File: config.mk
export PLATFORM = sky130hd
export DESIGN_NAME = postfix_evaluator_flat
export DESIGN_NICKNAME = d
export VERILOG_FILES = /design/src/rtl/postfix_evaluator_if.sv /design/src/rtl/postfix_evaluator.sv /design/src/flat_wrapper.sv
export SDC_FILE = /design/constraint.sdc
export NUM_CORES = 1
export LEC_CHECK = 0
export ABC_AREA = 0
export BUFFER_PORTS_ARGS = -buffer_cell sky130_fd_sc_hd__buf_2
export CAP_MARGIN = 20
export CORE_ASPECT_RATIO = 0.5
export CORE_MARGIN = 5
export CORE_UTILIZATION = 25
export CTS_CLUSTER_SIZE = 24
export DETAILED_ROUTE_END_ITERATION = 10
export GPL_TIMING_DRIVEN = 1
export PLACE_DENSITY_LB_ADDON = 0.12
export SYNTH_ARGS = -nofsm -noshare
export SYNTH_HDL_FRONTEND = slang
export SYNTH_SLANG_ARGS = --single-unit
export TNS_END_PERCENT = 1
File: constraint.sdc
create_clock -name CLK -period 9.15 [get_ports CLK]
set_clock_uncertainty 0.15 [all_clocks]
set_input_delay 0.915 -clock CLK [delete_from_list [all_inputs] [get_ports CLK]]
set_output_delay 0.915 -clock CLK [all_outputs]
set_load 0.02 [all_outputs]
File: src/rtl/postfix_evaluator_if.sv
// Token handshake between the infix-to-postfix converter (master) and the
// postfix evaluator (slave).
interface postfix_evaluator_if #(
  parameter int unsigned N = 8
);
  logic         tok_valid;
  logic         tok_is_op;
  logic [N-1:0] tok_data;
  logic         tok_ready;

  modport master (output tok_valid, output tok_is_op, output tok_data, input tok_ready);
  modport slave  (input tok_valid, input tok_is_op, input tok_data, output tok_ready);
endinterface

File: src/rtl/postfix_evaluator.sv
// Postfix expression evaluator: operand stack plus a 4-state control FSM,
// emitting one N-bit result (or an error pulse) per '$'-terminated expression.
module postfix_evaluator #(
  parameter int unsigned N     = 8,
  parameter int unsigned DEPTH = 16
) (
  input  logic                   CLK,
  input  logic                   RESET_N,
  postfix_evaluator_if.slave     tok,
  output logic [N-1:0]           result,
  output logic                   result_valid,
  output logic                   error,
  output logic [$clog2(DEPTH):0] depth
);

  localparam int unsigned AW = $clog2(DEPTH);
  localparam int unsigned SW = AW + 1;

  localparam logic [N-1:0] OP_ADD = N'(43);
  localparam logic [N-1:0] OP_SUB = N'(45);
  localparam logic [N-1:0] OP_MUL = N'(42);
  localparam logic [N-1:0] OP_END = N'(36);

  typedef enum logic [1:0] {
    RUN    = 2'd0,
    EXEC   = 2'd1,
    FINISH = 2'd2,
    DRAIN  = 2'd3
  } state_t;

  state_t        state_q, state_d;
  logic [SW-1:0] sp_q, sp_d;
  logic [N-1:0]  op_q, op_d;
  logic [N-1:0]  stack [DEPTH];

  logic          accept;
  logic          is_arith;
  logic          push;
  logic          exec_wr;
  logic          fin_ok;
  logic          fin_err;
  logic [AW-1:0] idx_a;
  logic [AW-1:0] idx_b;
  logic [N-1:0]  opnd_a;
  logic [N-1:0]  opnd_b;
  logic [N-1:0]  alu_out;

  assign tok.tok_ready = RESET_N && ((state_q == RUN) || (state_q == DRAIN));
  assign accept        = tok.tok_valid && tok.tok_ready;
  assign is_arith      = (tok.tok_data == OP_ADD) || (tok.tok_data == OP_SUB) ||
                         (tok.tok_data == OP_MUL);
  assign depth         = sp_q;

  assign idx_a  = AW'(sp_q - SW'(2));
  assign idx_b  = AW'(sp_q - SW'(1));
  assign opnd_a = stack[idx_a];
  assign opnd_b = stack[idx_b];

  always_comb begin
    alu_out = '0;
    case (op_q)
      OP_ADD:  alu_out = opnd_a + opnd_b;
      OP_SUB:  alu_out = opnd_a - opnd_b;
      OP_MUL:  alu_out = opnd_a * opnd_b;
      default: alu_out = '0;
    endcase
  end

  // The error latch is folded into the transition into FINISH: the outcome is
  // known when '$' is accepted, so both pulses are registered there and land
  // in the FINISH cycle together with the updated result.
  always_comb begin
    state_d = state_q;
    sp_d    = sp_q;
    op_d    = op_q;
    push    = 1'b0;
    exec_wr = 1'b0;
    fin_ok  = 1'b0;
    fin_err = 1'b0;
    case (state_q)
      RUN: begin
        if (accept) begin
          if (!tok.tok_is_op) begin
            if (sp_q < SW'(DEPTH)) begin
              push = 1'b1;
              sp_d = sp_q + SW'(1);
            end else begin
              state_d = DRAIN;
            end
          end else if (is_arith) begin
            if (sp_q >= SW'(2)) begin
              op_d    = tok.tok_data;
              state_d = EXEC;
            end else begin
              state_d = DRAIN;
            end
          end else if (tok.tok_data == OP_END) begin
            state_d = FINISH;
            if (sp_q == SW'(1)) fin_ok  = 1'b1;
            else                fin_err = 1'b1;
          end else begin
            state_d = DRAIN;
          end
        end
      end
      EXEC: begin
        exec_wr = 1'b1;
        sp_d    = sp_q - SW'(1);
        state_d = RUN;
      end
      FINISH: begin
        sp_d    = '0;
        state_d = RUN;
      end
      DRAIN: begin
        if (accept && tok.tok_is_op && (tok.tok_data == OP_END)) begin
          fin_err = 1'b1;
          state_d = FINISH;
        end
      end
      default: state_d = RUN;
    endcase
  end

  always_ff @(posedge CLK or negedge RESET_N) begin
    if (!RESET_N) begin
      state_q      <= RUN;
      sp_q         <= '0;
      op_q         <= '0;
      result       <= '0;
      result_valid <= 1'b0;
      error        <= 1'b0;
    end else begin
      state_q      <= state_d;
      sp_q         <= sp_d;
      op_q         <= op_d;
      result_valid <= fin_ok;
      error        <= fin_err;
      if (fin_ok) result <= stack[0];
    end
  end

  // Stack storage carries no reset; its contents are don't-care after reset.
  always_ff @(posedge CLK) begin
    if (push) begin
      stack[sp_q[AW-1:0]] <= tok.tok_data;
    end else if (exec_wr) begin
      stack[idx_a] <= alu_out;
    end
  end

endmodule

File: src/flat_wrapper.sv
// flat-port wrapper written by rule: the top's interface ports become plain ports
module postfix_evaluator_flat 
#(
  parameter int unsigned N     = 8,
  parameter int unsigned DEPTH = 16
)
  (CLK, RESET_N, result, result_valid, error, depth, tok_tok_valid, tok_tok_is_op, tok_tok_data, tok_tok_ready);
  postfix_evaluator_if #(.N(N)) tok_i ();
  input  logic CLK;
  input  logic RESET_N;
  output logic [N-1:0] result;
  output logic result_valid;
  output logic error;
  output logic [$clog2(DEPTH):0] depth;
  input wire logic [$bits(tok_i.tok_valid)-1:0] tok_tok_valid;
  input wire logic [$bits(tok_i.tok_is_op)-1:0] tok_tok_is_op;
  input wire logic [$bits(tok_i.tok_data)-1:0] tok_tok_data;
  output wire logic [$bits(tok_i.tok_ready)-1:0] tok_tok_ready;
  assign tok_i.tok_valid = tok_tok_valid;
  assign tok_i.tok_is_op = tok_tok_is_op;
  assign tok_i.tok_data = tok_tok_data;
  assign tok_tok_ready = tok_i.tok_ready;
  postfix_evaluator #(.N(N), .DEPTH(DEPTH)) u_core (.CLK(CLK), .RESET_N(RESET_N), .tok(tok_i), .result(result), .result_valid(result_valid), .error(error), .depth(depth));
endmodule
==> flow_summary.toml, run 1 <==
[floorplan]
die_x_um = 277
initial_utilization_pct = 25.5
io_pins = 28
die_height_um = 143
fp.coreArea_sq_um = 34800
dieArea_sq_um = 39600
core.rowCount = 48

[sta]
drv_slew = 0
setup_violations = 0
worst_pin_slew_ns = 1.05
relSlewSlack_pct = 29.6
fmax_mhz = 140
rsz0062_at_grt = "false"
final-hold-violation-count = 0
fin_crit_ns = 7.13
fin_setup_tns_ns = 0
fin_crit_sh_pct = 77.9

[run_status]
status = "completed"

[clocking]
ctsHoldBuffers = 0
clk_latency_ns = 0.44
path_clk_slew_ns = 0.07
cts_made_buffers = 17
clk_path_buf_depth = 2
htreeDepth = 4
cts_root_buffer = "clkbuf_16"
cts_sinks = 153
cts_setup_buffers = 0
cts_resized = 0
cts_tree = "yes"

[min_path]
min-delay-start = "u_core.op_q[5]"
hold_class = "register to register"
holdPathStages = 1
min_delay_worst_endpoint = "u_core.op_q[5]"

[yosys]
ys_seq_elements = 153
yosysUniqueCellTypes = 55
seq_area_frac_synth_pct = 50.3
syn_nets = 668
synth.avg_cell_area_sq_um = 14.6
syn_inst = 607
synth_edf_count = 128
syn-cell-area_sq_um = 8880
ys.flop_type = "edfxtp_1"
yosys_warnings = 0
async_flop_share_pct = 16.3

[finish]
multiInputGateArea_sq_um = 4090
area_growth_pct = 15.9
seq_area_sq_um = 4470
drive_gt1_share_pct = 28.5
final_nets = 719
fillers = 3484
final_area_sq_um = 10300
insertedDiodeCount = 0

[flow_run]
max_cap_viol_count = 0

[global_route]
grt_pass1_vias = 5493
grt_first_pass_wirelength_um = 38600
grt_max_degree = 39
grt_antenna_before_repair = 0
track_usage_pct = 13.4
overflow = 0

[routing]
dr.first_iter.drc_count = 444
detail-route-antenna-nets = 0
post_drt_wl_per_cell_um = 22.4
firstDrtPassIters = 5
vias = 5487
routed_via_density = 4.79
wl_um = 25600
drc = 0

[worst_setup_path]
critPathArrivalTime_ns = 7.15
cp-start-kind = "register"
rr_endpoint = "u_core.stack[11][7]"
end_kind = "register"
ff2ff_setup_slack_ns = 2.02
reg2reg_from = "u_core.depth[0]"
r2r_cells = 21
crit_fanout = 15
worstPathRequired_ns = 9.17
worstSetupPathType = "register to register"

[placement]
placed_area_sq_um = 9680
dpl.hpwl_um = 19000
io_buffers = 27
globalplace.congestion = 0.767
worst max-delay path, cell delays in order (launching register included):
cell     delay [ns]
dfrtp_4        0.52
inv_2          0.26
ha_2           0.42
buf_4          0.34
mux4_2         0.62
mux4_2         0.61
and2_1         0.22
fa_1           0.45
ha_1           0.29
inv_1          0.05
fa_1           0.52
inv_1          0.07
fa_1           0.45
a21o_1         0.19
a21oi_1        0.18
xnor2_1        0.11
xnor2_1        0.22
xnor2_1        0.15
xnor3_1        0.40
a22oi_1        0.18
a21oi_1        0.19
buf_4          0.24
kinds of logic (layout without fill, tap and decap cells):
family / after synthesis / count (layout) / share of synthesized area [%]
AO/OA/AOI/OAI: 70 / 70 / 5.36
XOR/XNOR: 31 / 31 / 3.72
adder cells (fa/ha/maj): 49 / 49 / 8.00
buffers and inverters: 67 / 130 / 3.71
flip-flops: 153 / 153 / 50.3
multiplexers: 94 / 94 / 21.1
AND/OR/NAND/NOR: 143 / 143 / 7.79
synthesized netlist by cell type (all sizes together) (4+ instances only):
| master | count | share of area (%) |
|---|---|---|
| edfxtp | 128 | 43 |
| mux4 | 73 | 19 |
| nor2 | 41 | 1.7 |
| inv | 39 | 1.6 |
| nand2 | 37 | 1.6 |
| ha | 36 | 5.1 |
| dfrtp | 25 | 7.0 |
| a21oi | 24 | 1.4 |
| xnor2 | 20 | 2.0 |
| buf | 18 | 1.6 |
| and2 | 14 | 0.99 |
| fa | 13 | 2.9 |
| nand3 | 13 | 0.73 |
| o21ai | 12 | 0.68 |
| mux2 | 11 | 1.4 |
| a22oi | 10 | 0.85 |
| clkbuf | 10 | 0.42 |
| mux2i | 10 | 1.1 |
| nor2b | 10 | 0.70 |
| xor2 | 10 | 1.5 |
| nor3 | 8 | 0.51 |
| a21o | 7 | 0.59 |
| nand2b | 6 | 0.42 |
| or3 | 4 | 0.39 |
flip-flops by register name, summed over array words and instances (netlist names):
signal / cells
u_core.depth: 5
u_core.result_valid: 1
u_core.result: 8
u_core.stack: 128
u_core.state_q: 2
u_core.error: 1
u_core.op_q: 8
routing by layer:
metal  global-route usage [%]  wire length [um]  vias to the layer above
li1                         -                 -                     2412
met1                     20.1             12800                     2911
met2                     19.8             11200                      148
met3                     3.20              1400                       16
met4                     2.73               235                        0
met5                        0                 0                        -
placed cells by master, fill, tap and decap left out, types with 14 or more instances in the layout:
cell type,count
buf_4,30
dfrtp_1,23
nand2_1,37
a21oi_1,23
and2_1,14
mux4_2,72
nor2_1,41
inv_1,38
ha_1,35
xnor2_1,20
clkbuf_16,17
edfxtp_1,128
buf_2,27
worst max path at each step:
stage	start	endpoint	slack, ns	cells after the start
final	u_core.depth[0]	u_core.stack[11][7]	2.02	21
after global routing	u_core.depth[0]	u_core.stack[11][7]	1.63	24
after CTS	u_core.depth[0]	u_core.stack[9][7]	1.97	22
after detailed placement	u_core.depth[0]	u_core.stack[9][7]	2.00	22
after global placement	u_core.depth[0]	u_core.stack[8][7]	1.40	20
after floorplan	u_core.depth[1]	u_core.stack[0][7]	2.04	26
stage by stage:
stage | util (%) | setup slack, ns | hold slack, ns | instances
after floorplan | - | 2.04 | 0.281 | 607
after global placement | 27.8 | 1.40 | 0.295 | 1110
after detailed placement | 27.8 | 2.00 | 0.297 | 1113
after CTS | 29.6 | 1.97 | 0.317 | 1144
after global routing | 29.6 | 1.63 | 0.329 | 1145
final | 29.6 | 2.02 | 0.312 | 1145
final cells by class:
type	instances	share of cell area, %
inverter	39	1.42
clock inverter	13	1.62
tap	475	5.78
sequential	153	43.5
timing repair buffer	60	3.83
clock buffer	18	4.17
multi-input combinational	387	39.7
Power of run 1 is left out: the tool's default activity adds up to more than one toggle a clock period on the data nets, which glitch-free logic cannot reach.
==> run 2: changes to the inputs <==
ABC_AREA = 1   (was 0)
clock period = 6.9 ns   (was 9.15 ns; I/O delays follow)
==> flow_summary.toml, run 2 <==
[run_status]
status = "completed"

[finish]
fillers = 4107
final_nets = 1277
largest-register = "u_core.stack"
drive_gt1_share_pct = 10.5
multiInputGateArea_sq_um = 4370
seq_area_sq_um = 4470
final_common_cell = "nand2_1"
area_growth_pct = 14.2
top_regs = "u_core.stack: 128 flops, u_core.op_q: 8 flops, u_core.result: 8 flops"
mostFrequentLayoutCells = "nand2_1 (362), nand3_1 (186), edfxtp_1 (128)"
largest_reg_flops = 128

[global_route]
grt_antenna_before_repair = 0
track_usage_pct = 15.5
overflow = 0
grt_max_degree = 124
grt_first_pass_wirelength_um = 49500
grt_pass1_vias = 7902

[floorplan]
initial_utilization_pct = 25.1
core.rowCount = 51
die_height_um = 149
die_x_um = 289
dieArea_sq_um = 43100
fp.coreArea_sq_um = 38600
io_pins = 28

[placement]
io_buffers = 27
dpl.hpwl_um = 23700
globalplace.congestion = 0.859

[worst_setup_path]
rr_endpoint = "u_core.stack[10][7]"
crit_fanout = 16
worstPathRequired_ns = 7.03
end_kind = "register"
ff2ff_setup_slack_ns = 0.54
cp_top_family = "adder cells"
worstSetupPathType = "register to register"
slowest_stage = "fa_1"
reg2reg_from = "u_core.depth[1]"
critPathArrivalTime_ns = 6.49
critPathMaxStageDelay_ns = 0.55
cp_common_cell = "nand2_1"
crit_buf_inv = 10
r2r_cells = 33
cp-start-kind = "register"

[routing]
met1_length_um = 16200
post_drt_wl_per_cell_um = 18.8
wl_um = 33000
vias = 8270
drc = 0
routed_via_density = 4.70
wl_met2_um = 14100
highest_layer = "met4"
dr.first_iter.drc_count = 627
firstDrtPassIters = 7
detail-route-antenna-nets = 0
wl_met3_um = 2140

[clocking]
cts_setup_buffers = 0
cts_root_buffer = "clkbuf_16"
clk_latency_ns = 0.44
cts_sinks = 153
cts_tree = "yes"
clk_path_buf_depth = 2
cts_resized = 0
htreeDepth = 4
ctsHoldBuffers = 0
path_clk_slew_ns = 0.06
cts_made_buffers = 17

[yosys]
yosysMostFrequentCell = "nand2_1"
ys_seq_elements = 153
yosysUniqueCellTypes = 45
ys.flop_type = "edfxtp_1"
syn_nets = 1246
synth_edf_count = 128
seq_area_frac_synth_pct = 46.1
syn_inst = 1185
synthTopCellsByArea = "edfxtp_1 (40%), nand2_1 (14%), nand3_1 (9.6%)"
syn-cell-area_sq_um = 9700
yosys_warnings = 0
synthTopCellsByCount = "nand2_1 (362), nand3_1 (186), edfxtp_1 (128), inv_1 (119), nor2_1 (85)"
synth_top_area_share_pct = 39.6
async_flop_share_pct = 16.3
synth.avg_cell_area_sq_um = 8.18
yosys.area.top_type = "edfxtp_1"

[sta]
timing.hold.ws_ns = 0.116
fin_setup_tns_ns = 0
fin_crit_ns = 6.36
drv_slew = 0
setup_violations = 0
worst_pin_slew_ns = 1.05
fmax_mhz = 157
relSlewSlack_pct = 29.9
final-hold-violation-count = 0
fin_crit_sh_pct = 92.2
rsz0062_at_grt = "false"

[flow_run]
max_cap_viol_count = 0

[min_path]
hold_class = "input pin to async pin"
-- run 2: worst register-to-register path: cells and delay by family, from the launching register on --
family / cells / cell delay [ns]
fa+ha+maj: 6 / 2.74
simple gates: 15 / 1.48
flops: 1 / 0.36
compound gates: 2 / 0.35
buf+inv: 10 / 1.12
-- run 2: kinds of logic (layout without fill, tap and decap cells) --
group	count (synthesis)	after routing	share of synthesized area [%]
AOI/OAI and AO/OA	112	112	6.58
xor gates and xnor gates	17	17	2.00
adders and majority gates	49	49	7.33
buffers and inverters	190	233	8.81
DFF	153	153	46.1
other	0	1	0
and+or+nand+nor	664	664	29.2
-- run 2: area by class of cell --
cell class,instances,area share [%]
Antenna cell,1,0.0226
Clock buffer,17,3.84
Clock inverter,14,1.36
Inverter,138,4.74
Multi-Input combinational cell,842,39.5
Sequential cell,153,40.4
Tap cell,530,5.99
Timing Repair Buffer,64,4.16
-- run 2: how the worst max path moves through the flow --
stage	start	endpoint	slack [ns]	cells after the start
2_1_floorplan	u_core.depth[0]	u_core.stack[0][7]	0.11	36
3_3_place_gp	u_core.depth[0]	u_core.stack[11][7]	0.47	33
3_5_place_dp	u_core.depth[0]	u_core.stack[13][7]	0.49	33
4_1_cts	u_core.depth[0]	u_core.stack[0][7]	0.46	33
5_1_grt	u_core.depth[1]	u_core.stack[0][7]	0.01	34
6_report	u_core.depth[1]	u_core.stack[10][7]	0.54	33
-- run 2: metrics by stage --
| stage | utilization, % | instances | setup slack [ns] | cell area [sq um] |
|---|---|---|---|---|
| finish | 28.7 | 1759 | 0.540 | 11100 |
| floorplan | - | 1185 | 0.106 | 9700 |
| global placement | 27.0 | 1723 | 0.470 | 10400 |
| detailed placement | 27.2 | 1727 | 0.490 | 10500 |
| global route | 28.7 | 1758 | 0.00998 | 11100 |
| CTS | 28.6 | 1758 | 0.457 | 11100 |
-- run 2: per-layer routing --
| metal | vias up | track usage [%] |
|---|---|---|
| met3 | 33 | 3.11 |
| met4 | 0 | 4.41 |
| met5 | - | 0 |
| li1 | 3974 | - |
| met1 | 4023 | 22.7 |
| met2 | 240 | 23.3 |
Power of run 2 is left out for the same reason.
==> run 3: changes to the inputs <==
--- a/config.mk
+++ b/config.mk
@@ -15,3 +15,2 @@
 export DETAILED_ROUTE_END_ITERATION = 10
-export GPL_TIMING_DRIVEN = 1
 export PLACE_DENSITY_LB_ADDON = 0.12
--- a/constraint.sdc
+++ b/constraint.sdc
@@ -4,2 +4,2 @@
 set_output_delay 0.69 -clock CLK [all_outputs]
-set_load 0.02 [all_outputs]
+set_load 0.1 [all_outputs]
==> flow_summary.toml, run 3 (synthesis results as in run 2) <==
[finish]
fillers = 4060
largest-register = "u_core.stack"
largest_reg_flops = 128
insertedDiodeCount = 0
final_area_sq_um = 11400
final_common_cell = "nand2_1"
area_growth_pct = 17.3
mostFrequentLayoutCells = "nand2_1 (362), nand3_1 (186), edfxtp_1 (128)"
top_regs = "u_core.stack: 128 flops, u_core.op_q: 8 flops, u_core.result: 8 flops"
drive_gt1_share_pct = 13.1
final_nets = 1309
final_core_util_pct = 29.5

[sta]
rsz0062_at_grt = "false"
final-hold-violation-count = 0
relSlewSlack_pct = 24.6
fmax_mhz = 157
fin_setup_tns_ns = 0
worst_pin_slew_ns = 1.13
setup_violations = 0
fin_crit_sh_pct = 92.4
drv_slew = 0
fin_crit_ns = 6.37

[floorplan]
die_height_um = 149
io_pins = 28
dieArea_sq_um = 43100
die_x_um = 289
fp.coreArea_sq_um = 38600
core.rowCount = 51
initial_utilization_pct = 25.1

[worst_setup_path]
critPathMaxStageDelay_ns = 0.55
worstPathRequired_ns = 6.94
cp_common_cell = "nand2_1"
crit_fanout = 72
end_kind = "register"
slowest_stage = "fa_1"
cp-start-kind = "register"
critPathArrivalTime_ns = 6.41
worstSetupPathType = "register to register"

[placement]
dpl.hpwl_um = 24000
globalplace.congestion = 0.818
io_buffers = 27
placed_area_sq_um = 10800

[routing]
post_drt_wl_per_cell_um = 18.7
wl_um = 33400
dr.first_iter.drc_count = 648
routed_via_density = 4.60
firstDrtPassIters = 7
detail-route-antenna-nets = 0
vias = 8231
drc = 0

[min_path]
hold_class = "input pin to async pin"

[clocking]
clk_path_buf_depth = 2
htreeDepth = 4
cts_made_buffers = 17
clk_latency_ns = 0.44
ctsHoldBuffers = 0
cts_tree = "yes"
cts_root_buffer = "clkbuf_16"
path_clk_slew_ns = 0.07
cts_sinks = 153

[global_route]
track_usage_pct = 15.8
grt_max_degree = 73
overflow = 0
grt_pass1_vias = 7825
grt_antenna_before_repair = 0
grt_first_pass_wirelength_um = 50600

[flow_run]
max_cap_viol_count = 0

[run_status]
status = "completed"
-- run 3: cell types whose count changed in the layout (fill, tap and decap cells not counted), sizes merged --
| cell | previous run | this run |
|---|---|---|
| buf | 64 | 96 |
| clkinv | 12 | 7 |
| clkinvlp | 0 | 3 |
| inv | 138 | 141 |
| diode | 1 | 0 |
-- run 3: path summary, 6_finish.rpt --
| path | startpoint | to | slack [ns] | cells after the start |
|---|---|---|---|---|
| min | RESET_N | u_core.result[1] | 0.12 | 1 |
| max reg2reg | u_core.depth[0] | u_core.stack[8][7] | 0.53 | 32 |
| max in group asynchronous | RESET_N | u_core.depth[0] | 5.99 | 1 |
| max | u_core.depth[0] | u_core.stack[8][7] | 0.53 | 32 |
| min in group CLK | u_core.op_q[5] | u_core.op_q[5] | 0.32 | 2 |
| min reg2reg | u_core.op_q[5] | u_core.op_q[5] | 0.32 | 2 |
-- run 3: layer usage --
metal	track usage, %	vias to the layer above	wire [um]
li1	-	4036	-
met1	23.8	4000	16900
met2	23.7	173	14400
met3	3.18	22	1820
met4	2.67	0	272
met5	0	-	0
-- run 3: area by class of cell --
| cell class | count | area [sq um] | area share, % |
|---|---|---|---|
| Clock buffer | 17 | 425 | 3.74 |
| Clock inverter | 15 | 166 | 1.46 |
| Inverter | 138 | 522 | 4.59 |
| Multi-Input combinational cell | 842 | 4380 | 38.5 |
| Sequential cell | 153 | 4470 | 39.4 |
| Tap cell | 530 | 663 | 5.83 |
| Timing Repair Buffer | 96 | 736 | 6.47 |
-- run 3: what timing repair did --
| item | 4_1_cts | 5_1_grt |
|---|---|---|
| endpoints found under the setup margin | 0 | 16 |
| buffers inserted | 0 | 1 |
| resized for setup | 0 | 1 |
-- run 3: through the flow --
step	cells	hold WS (ns)	worst slack [ns]
after floorplan	1185	0.244	0.0827
after global placement	1756	0.288	0.0690
after detailed placement	1758	0.307	0.0674
after CTS	1790	0.128	0.0438
after global routing	1791	0.146	0.159
final	1791	0.120	0.528
-- run 3: worst max-delay path, delay by kind of cell, from the launching register on --
family / cells / cell delay (ns)
buffers and inverters: 10 / 1.16
AO/OA/AOI/OAI: 5 / 0.71
flip-flops: 1 / 0.50
AND/OR/NAND/NOR: 12 / 1.27
adder cells (fa/ha/maj): 5 / 2.24
Power of run 3 is left out for the same reason.
